File: src/rtl/car_request_conditioner.sv
// Conditions the raw north/east car sensors into held arbiter requests.
// Each direction has a synchronizer, a debounce filter, a request FSM, a wait counter and a starve flag.

module car_request_dir #(
    parameter int DEB_CYCLES   = 4,
    parameter int WAIT_W       = 8,
    parameter int STARVE_LIMIT = 200
) (
    input  logic              clk,
    input  logic              rst_n,
    input  logic              sensor,
    input  logic              grant,
    input  logic              hold,
    output logic              req,
    output logic [WAIT_W-1:0] wait_cnt,
    output logic              starve
);

    typedef enum logic [1:0] {
        ST_IDLE  = 2'd0,
        ST_PEND  = 2'd1,
        ST_SERVE = 2'd2
    } state_e;

    localparam logic [3:0]        DEB_LAST  = 4'(DEB_CYCLES - 1);
    localparam logic [WAIT_W-1:0] WAIT_MAX  = {WAIT_W{1'b1}};
    localparam logic [WAIT_W-1:0] LIMIT     = WAIT_W'(STARVE_LIMIT);
    localparam logic [WAIT_W-1:0] WAIT_ONE  = {{(WAIT_W-1){1'b0}}, 1'b1};

    // The wait count pins at its maximum instead of wrapping back to zero.
    function automatic logic [WAIT_W-1:0] sat_inc(input logic [WAIT_W-1:0] v);
        logic [WAIT_W-1:0] r;
        if (v == WAIT_MAX) begin
            r = v;
        end else begin
            r = v + WAIT_ONE;
        end
        return r;
    endfunction

    logic [1:0]        sync_q, sync_d;
    logic              filt_q, filt_d;
    logic [3:0]        stab_q, stab_d;
    state_e            state_q, state_d;
    logic [WAIT_W-1:0] wait_q, wait_d;
    logic              req_q, req_d;
    logic              starve_q, starve_d;
    logic              synced_s;

    assign synced_s = sync_q[1];

    // Two-stage synchronizer shift for the asynchronous sensor.
    always_comb begin
        sync_d = {sync_q[0], sensor};
    end

    // Debounce: adopt the synchronized level only after DEB_CYCLES consecutive mismatches.
    always_comb begin
        filt_d = filt_q;
        stab_d = stab_q;
        if (synced_s != filt_q) begin
            if (stab_q >= DEB_LAST) begin
                filt_d = synced_s;
                stab_d = 4'd0;
            end else begin
                stab_d = stab_q + 4'd1;
            end
        end else begin
            stab_d = 4'd0;
        end
    end

    // Request FSM next state; a conflicting double grant freezes it for the cycle.
    always_comb begin
        state_d = state_q;
        if (hold) begin
            state_d = state_q;
        end else begin
            case (state_q)
                ST_IDLE: begin
                    if (filt_q && grant) begin
                        state_d = ST_SERVE;
                    end else if (filt_q) begin
                        state_d = ST_PEND;
                    end else begin
                        state_d = ST_IDLE;
                    end
                end
                ST_PEND: begin
                    if (grant) begin
                        state_d = ST_SERVE;
                    end else begin
                        state_d = ST_PEND;
                    end
                end
                ST_SERVE: begin
                    if (grant) begin
                        state_d = ST_SERVE;
                    end else if (filt_q) begin
                        state_d = ST_PEND;
                    end else begin
                        state_d = ST_IDLE;
                    end
                end
                default: state_d = ST_IDLE;
            endcase
        end
    end

    // Wait counter, request and starve flag; starve compares the next count so it tracks wait_cnt exactly.
    always_comb begin
        wait_d = wait_q;
        if (hold) begin
            wait_d = wait_q;
        end else if (state_q == ST_PEND) begin
            if (state_d != ST_PEND) begin
                wait_d = {WAIT_W{1'b0}};
            end else begin
                wait_d = sat_inc(wait_q);
            end
        end else begin
            wait_d = {WAIT_W{1'b0}};
        end
        req_d    = (state_d == ST_PEND);
        starve_d = (wait_d >= LIMIT);
    end

    // State registers for this direction.
    always_ff @(posedge clk or negedge rst_n) begin
        if (!rst_n) begin
            sync_q   <= 2'b00;
            filt_q   <= 1'b0;
            stab_q   <= 4'd0;
            state_q  <= ST_IDLE;
            wait_q   <= {WAIT_W{1'b0}};
            req_q    <= 1'b0;
            starve_q <= 1'b0;
        end else begin
            sync_q   <= sync_d;
            filt_q   <= filt_d;
            stab_q   <= stab_d;
            state_q  <= state_d;
            wait_q   <= wait_d;
            req_q    <= req_d;
            starve_q <= starve_d;
        end
    end

    assign req      = req_q;
    assign wait_cnt = wait_q;
    assign starve   = starve_q;

endmodule

module car_request_conditioner #(
    parameter int DEB_CYCLES   = 4,
    parameter int WAIT_W       = 8,
    parameter int STARVE_LIMIT = 200
) (
    input  logic              clk,
    input  logic              rst_n,
    input  logic              sn,
    input  logic              se,
    input  logic              gn,
    input  logic              ge,
    output logic              cn,
    output logic              ce,
    output logic [WAIT_W-1:0] wait_n,
    output logic [WAIT_W-1:0] wait_e,
    output logic [1:0]        starve,
    output logic              grant_err
);

    logic [1:0] rst_sync_q;
    logic       rst_int_n;
    logic       both_grant_s;
    logic       grant_err_q, grant_err_d;
    logic       starve_n_s, starve_e_s;

    // Reset asserts asynchronously but is released only on a clock edge.
    always_ff @(posedge clk or negedge rst_n) begin
        if (!rst_n) begin
            rst_sync_q <= 2'b00;
        end else begin
            rst_sync_q <= {rst_sync_q[0], 1'b1};
        end
    end

    assign rst_int_n    = rst_sync_q[1];
    assign both_grant_s = gn & ge;

    // Sticky record of the arbiter ever granting both directions at once.
    always_comb begin
        if (both_grant_s) begin
            grant_err_d = 1'b1;
        end else begin
            grant_err_d = grant_err_q;
        end
    end

    // Grant error flag register.
    always_ff @(posedge clk or negedge rst_int_n) begin
        if (!rst_int_n) begin
            grant_err_q <= 1'b0;
        end else begin
            grant_err_q <= grant_err_d;
        end
    end

    car_request_dir #(
        .DEB_CYCLES  (DEB_CYCLES),
        .WAIT_W      (WAIT_W),
        .STARVE_LIMIT(STARVE_LIMIT)
    ) u_north (
        .clk     (clk),
        .rst_n   (rst_int_n),
        .sensor  (sn),
        .grant   (gn),
        .hold    (both_grant_s),
        .req     (cn),
        .wait_cnt(wait_n),
        .starve  (starve_n_s)
    );

    car_request_dir #(
        .DEB_CYCLES  (DEB_CYCLES),
        .WAIT_W      (WAIT_W),
        .STARVE_LIMIT(STARVE_LIMIT)
    ) u_east (
        .clk     (clk),
        .rst_n   (rst_int_n),
        .sensor  (se),
        .grant   (ge),
        .hold    (both_grant_s),
        .req     (ce),
        .wait_cnt(wait_e),
        .starve  (starve_e_s)
    );

    assign starve    = {starve_e_s, starve_n_s};
    assign grant_err = grant_err_q;

endmodule

File: config.mk
export PLATFORM = sky130hd
export DESIGN_NAME = car_request_conditioner
export DESIGN_NICKNAME = d
export VERILOG_FILES = /design/src/rtl/car_request_conditioner.sv
export SDC_FILE = /design/constraint.sdc
export NUM_CORES = 1
export LEC_CHECK = 0
export ABC_AREA = 1
export BUFFER_PORTS_ARGS = -buffer_cell sky130_fd_sc_hd__buf_2
export CAP_MARGIN = 15
export CORE_UTILIZATION = 35
export DETAILED_ROUTE_END_ITERATION = 16
export MAX_ROUTING_LAYER = met4
export PLACE_DENSITY = 0.52
export SLEW_MARGIN = 20
export SYNTH_ARGS = -nofsm -noshare
export SYNTH_HDL_FRONTEND = slang
export SYNTH_SLANG_ARGS = --single-unit
File: constraint.sdc
create_clock -name clk -period 2.5 [get_ports clk]
set_input_delay 0 -clock clk [delete_from_list [all_inputs] [get_ports clk]]
set_output_delay 0 -clock clk [all_outputs]
set_load 0.02 [all_outputs]
# Yosys cells after proc, flatten, opt, wreduce, memory -nomap -nowiden
# Cells that the tools add are included.
dict set report word_totals {
  out_inout_bits 21
  elab_cells 67
  ff_bits 41
  input_bits 6
}
dict set report op_classes {
  addsub 4
  n_eq_ne 12
  bitwise_logic 1
  n_lt_le_gt_ge 4
  reduce_logical 6
  muxes 24
}
# operator count
set ops {}
lappend ops {{$mux 8} 8}
lappend ops {{$add 8x1->8 const B} 2}
lappend ops {{$eq 8x8->1 const B} 2}
lappend ops {{$ge 8x8->1 const B} 2}
lappend ops {{$mux 2} 8}
lappend ops {{$mux 4} 4}
lappend ops {{$pmux 2 s3} 2}
lappend ops {{$add 4x1->4 const B} 2}
lappend ops {{$eq 2x1->1 const B} 4}
lappend ops {{$ge 4x2->1 const B} 2}
lappend ops {{$eq 2x2->1 const B} 2}
lappend ops {{$logic_not 2->1} 2}
lappend ops {{$ne 2x1->1 const B} 2}
lappend ops {{$reduce_and 2->1} 2}
lappend ops {{$logic_and 1x1->1} 2}
lappend ops {{$mux 1} 2}
lappend ops {{$ne 1x1->1} 2}
lappend ops {{$and 1x1->1} 1}

# Longest topological paths before layout
dict set report depth {
  depth_word 9
  ltp_mapped 10
  ltp_nobuf 10
}

# Hierarchy
# Synthesis repeated with hierarchy kept, for this count alone.
dict set report hier_totals {
  hier_cells 226
  hier_area_um2 1975.6
}
# mod cells_each area_each_um2 instances
set by_module_without_submodules {}
lappend by_module_without_submodules {car_request_dir 108 933.4 2}
lappend by_module_without_submodules {car_request_conditioner 10 108.9 1}

# Least setup slack after synthesis
# OpenSTA, ideal clock, no wires.
dict set report synth_timing {
  path_type {reg-to-reg}
  startpoint {reg u_north.wait_q[0] (netlist: u_north.wait_cnt[0])}
  endpoint {reg u_north.starve_q (netlist: u_north.starve)}
  path_stages_with_launch 11
  required_ps 2387
  period_less_slack_ps 1500
  arrival_time_ps 1387
  path_slack_ps 1000
  cell_sequence {dfrtp_1 ha_1 nand2_1 nor2_2 nand2_2 nand2_1 nand2_1 nand3_1 nand3_1 nand2_1 inv_1}
}
dict set report synth_between {
  elab_chain_cells 6
  word_cells_on_any_way 7
  classes_between {add/sub (1); order compare (1); eq/ne (1); mux (4)}
}
# element line_no
set synth_lines {}
lappend synth_lines {{from (decl)} 45} ;# logic [WAIT_W-1:0] wait_q, wait_d;
lappend synth_lines {{from (signal assigned)} 135} ;# wait_q <= {WAIT_W{1'b0}};
lappend synth_lines {{from (signal assigned)} 143} ;# wait_q <= wait_d;
lappend synth_lines {{$add 8x1->8 or $eq 8x8->1 (tied branches)} {36, 33}}
lappend synth_lines {{$mux 8} 33} ;# if (v == WAIT_MAX) begin
lappend synth_lines {{$mux 8} 116} ;# if (state_d != ST_PEND) begin
lappend synth_lines {{$mux 8} 115} ;# end else if (state_q == ST_PEND) begin
lappend synth_lines {{$mux 8 (*)} 113} ;# if (hold) begin
lappend synth_lines {{$ge 8x8->1 (*)} 125} ;# starve_d = (wait_d >= LIMIT);
lappend synth_lines {{via u_north.starve_d} 47} ;# logic starve_q, starve_d;
lappend synth_lines {{to (signal assigned)} 145} ;# starve_q <= starve_d;
lappend synth_lines {{to (decl)} 47}
# Mark *: on every way through the listed nets, which the timed path passes. The rest lies on a longest branch.
# A chain may end at the register's enable or synchronous reset.

# Worst setup path in the final report
dict set report layout_timing {
  startpoint {reg u_east.wait_q[0] (netlist: u_east.wait_cnt[0])}
  endpoint {reg u_east.starve_q (netlist: u_east.starve)}
}
dict set report layout_between {
  elab_chain_cells 6
  word_cells_on_any_way 7
  classes_between {add/sub (1); order compare (1); eq/ne (1); mux (4)}
}
# element line_no
set layout_lines {}
lappend layout_lines {{from (decl)} 45}
lappend layout_lines {{from (signal assigned)} 135}
lappend layout_lines {{from (signal assigned)} 143}
lappend layout_lines {{$add 8x1->8 or $eq 8x8->1 (tied branches)} {36, 33}}
lappend layout_lines {{$mux 8} 33}
lappend layout_lines {{$mux 8} 116}
lappend layout_lines {{$mux 8} 115}
lappend layout_lines {{$mux 8 (*)} 113}
lappend layout_lines {{$ge 8x8->1 (*)} 125}
lappend layout_lines {{via u_east.starve_d} 47}
lappend layout_lines {{to (signal assigned)} 145}
lappend layout_lines {{to (decl)} 47}
# Marked as above.

==> flow_summary.rst <==
.. list-table::
   :header-rows: 1

   * - Metric
     - Value
   * - Busiest layer in global routing
     - met2
   * - Number of global-route vias before repair
     - 1402
   * - Most common library cell in the layout ignoring fill and taps
     - dfrtp_1
   * - Synth-to-Final Area Change
     - 18.6%
   * - Count of pins on the block boundary
     - 27
   * - Slew @ Worst Pin
     - a little under 0.8 ns
   * - Leading register cell type out of synthesis
     - dfrtp_1
   * - Fin crit period
     - 1.56 ns
   * - HPWL after detailed placement
     - about 2500 um
   * - Post-synthesis cell type with the largest combined area
     - dfrtp_1
   * - Avg Inst Size Synth
     - 8.95 um^2
   * - Average routed wire per standard cell
     - ~11 um
   * - Hold Path Stages
     - 3
   * - Number of cells on the critical path
     - 8
   * - Synth Area in Simple Gates
     - 26.3%
   * - Fraction of synthesized area in multiplexers
     - 0%
   * - XOR/XNOR Fraction of Synth Area
     - 1.83%
   * - DRT Pass-1 Iters
     - 4
   * - Worst Setup Path Type
     - flop to flop
   * - GRT Util Overall
     - 14.0%
   * - Register clock-pin slew on the reported worst setup and hold paths
     - 0.09 ns
   * - Die Height
     - 76.0 um
   * - Critical Path Sink Type
     - flop
   * - Tightest slew margin relative to the limit
     - about 47%
   * - Clock network latency to the later pin of the worst-skew pair
     - between 0.2 and 0.3 ns
   * - Initial detailed-routing violation count
     - 70
   * - Worst-case setup margin in the final layout
     - 0.943 ns
   * - Library cell contributing the largest single delay on the critical path
     - dfrtp_1
   * - Netlist area before placement
     - 1920 um^2
   * - Remaining antenna violation count
     - 0
   * - Total routed wirelength
     - 3460 um
   * - Wire length of the first global-routing pass
     - 6240 um
   * - Commonest cells after routing, fill and taps aside
     - 41 x dfrtp_1, 40 x nand2_1, 29 x inv_1, 26 x buf_2, 18 x nand3_1
   * - Number of H-tree branching levels
     - 2
   * - Inserted Clock Buffers
     - 5
   * - Unique cell type count in the Yosys netlist
     - 32
   * - Layout cells sized above 1
     - ~22%
   * - Max-cap viol count
     - 0
   * - Via count normalized by instance count
     - 4.56
   * - CTS tree
     - done
   * - Minimum setup slack after placement
     - 0.983 ns
   * - Sequential element share of the synthesized area
     - ~54%
   * - Synthesis Warnings
     - 0
   * - Total leakage power
     - 1.17 nW
   * - Fin crit share
     - between 60% and 70%
   * - Max-slew violations
     - 0
   * - Largest family of logic cells by synthesized area
     - simple AND/OR/NAND/NOR gates
   * - Maximum frequency from static timing analysis
     - 642 MHz
   * - Number of enable-type register cells in the synthesized netlist
     - 0
   * - Largest cells by area after synthesis
     - dfrtp_1 54%, nand2_1 7.8%, inv_1 5.7%
   * - Final core utilization
     - 43.7%
   * - Vias post-DR
     - 1474
   * - TritonCTS Sinks
     - 41
   * - Power, Total
     - 1.35 mW
   * - Met2 Resource Use GR
     - between 20% and 30%
   * - Cell Chain, Critical Path
     - ha_1 -> inv_2 -> nor2_4 -> nand2_2 -> nand2_4 -> o21bai_1 -> nand3_2 -> a21oi_2
   * - Crit start category
     - flop
   * - Number of setup violations in the final report
     - 0
   * - Synthesized-area fraction occupied by ao, oa, aoi and oai cells
     - between 7 and 8%
   * - Area occupied by multi-input gates
     - 747 um^2
   * - Final RePlAce weighted congestion
     - ~0.79
   * - Max VDD drop
     - 0.354 mV
   * - Unrepaired setup endpoints after global routing
     - false
   * - Clock tree root buffer cell
     - clkbuf_8
   * - Count of buffers from port buffering
     - 26
   * - Horiz. Die Dim
     - 76.0 um
   * - Status
     - complete, no violations
   * - Critical path's largest stage delay
     - 0.45 ns
   * - Met3 GRT Util
     - approximately 3.6%
   * - Sequential Area
     - between 1000 and 1500 um^2
   * - Post-Synthesis Cells
     - 214
   * - CTS resizes
     - 0
   * - DRC Markers
     - 0
   * - Global route overflow
     - 0
   * - Hold/Removal Path Class
     - primary input to flop
   * - Power density relative to cell area
     - 595 nW/um^2
   * - Fraction of registers with async set/reset
     - 100%
   * - Critical path required time
     - 2.73 ns
   * - Initial antenna violation count
     - 0
   * - Top-area cell type share of the netlist area
     - between 50% and 60%
   * - Core area
     - 5200 um^2
   * - Number of hold violations in the final report
     - 0
   * - TNS Setup
     - 0 ns
   * - #FFs+latches synth
     - 41
   * - Maximum number of pins on one net before global-route repair
     - 23
   * - Std cell rows
     - 26
   * - Filler Cells Inserted
     - 544
   * - Worst r2r path cells
     - 8
   * - Effective utilization at floorplan
     - 36.8%
   * - Floorplan die area
     - 5770 um^2
   * - Number of nets in the finished design
     - about 260
   * - Buffer levels on the longest clock path
     - 2
   * - Adder-cell area share of the yosys netlist
     - ~2.6%
   * - Worst clock skew
     - 0.00864 ns
   * - Maximum fanout encountered on the critical timing path
     - 5
   * - Buffers and inverters on the worst path
     - 1
   * - Grt met1 use
     - 17.6%
   * - Number of inserted diodes
     - 0
   * - Crit path DAT
     - 1.78 ns
   * - Delay-heaviest family, CP
     - flip-flops
-- layout make-up --
type | count | share of cell area, %
repair buffers | 31 | 8.37
clock buffers | 5 | 3.03
well taps | 70 | 3.85
clock inverters | 3 | 1.10
inverters | 34 | 5.62
flip-flops and latches | 41 | 45.2
multi-input cells | 139 | 32.9
-- cells in the mapped netlist, types with 2 or more instances --
master and number:
o21ai_0 6, nand3_2 2, buf_4 2, inv_1 29, o211ai_1 2, o21ai_1 2, dfrtp_1 41, xor2_1 2
or3_1 2, nor3_1 5, nand3_1 18, nor3b_1 2, o21bai_1 3, conb_1 2, inv_2 4, a22oi_1 2
nor2_4 2, ha_1 4, xnor2_1 2, nand2_2 7, nand2_4 2, nor2_2 2, a21oi_1 5, nor2_1 17
nand4_1 3, nand2_1 40
-- sequential cells by signal, indices dropped and copies added (netlist names) --
register / flops
u_north.filt_q: 1
grant_err: 1
u_east.stab_q: 4
u_east.starve: 1
rst_sync_q: 2
u_east.filt_q: 1
u_north.stab_q: 4
u_north.starve: 1
u_north.state_q: 2
u_east.sync_q: 2
u_east.state_q: 2
u_north.sync_q: 2
u_east.wait_cnt: 8
u_north.wait_cnt: 8
u_east.req: 1
u_north.req: 1
-- worst paths after layout --
| kind | end | from | slack (ns) |
|---|---|---|---|
| min | u_east.state_q[1] | ge | 0.1 |
| max reg2reg | u_east.starve | u_east.wait_cnt[0] | 0.94 |
| min reg2reg | u_north.wait_cnt[4] | rst_sync_q[1] | 0.32 |
| max | u_east.starve | u_east.wait_cnt[0] | 0.94 |
| max in group asynchronous | u_north.stab_q[0] | rst_sync_q[1] | 1.59 |
| min in group asynchronous | u_north.wait_cnt[4] | rst_sync_q[1] | 0.32 |
-- metal layers --
layer	routed length [um]	up-vias	part of all wire, %
li1	-	754	-
met1	1670	690	48
met2	1630	26	47
met3	123	4	3.6
met4	32	0	0.93
met5	0	-	0
-- worst reg2reg max path, cell delays in order (launching register included) --
cell	delay (ns)
dfrtp_1	0.45
ha_1	0.29
inv_2	0.10
nor2_4	0.05
nand2_2	0.10
nand2_4	0.08
o21bai_1	0.16
nand3_2	0.11
a21oi_2	0.15
-- power breakdown --
part           total (mW)  internal, mW  switching [mW]
Sequential          0.739         0.703          0.0367
Combinational       0.168        0.0619           0.107
Clock               0.445         0.201           0.244
-- timing repair --
action / 4_1_cts / 5_1_grt
hold endpoints to repair: 4 / 0
buffers inserted: 0 / 0
hold buffers: 4 / 0
-- through the flow --
step                      cells  area, um^2  hold slack, ns
final                       323        2270          0.0952
after global placement      311        2140          -0.214
after detailed placement    311        2140          -0.214
after CTS                   323        2270          0.0839
after floorplan             217        1930          -0.296
after global routing        323        2270           0.106
-- cells by family (layout without fill, tap and decap cells) --
kind of cell | after synthesis | after routing
flip-flops | 41 | 41
buffers and inverters | 37 | 73
AO/OA/AOI/OAI | 23 | 23
XOR/XNOR | 4 | 4
adder cells (fa/ha/maj) | 4 | 4
other | 2 | 5
AND/OR/NAND/NOR | 103 | 103
Power figures use the tool's default switching activity.
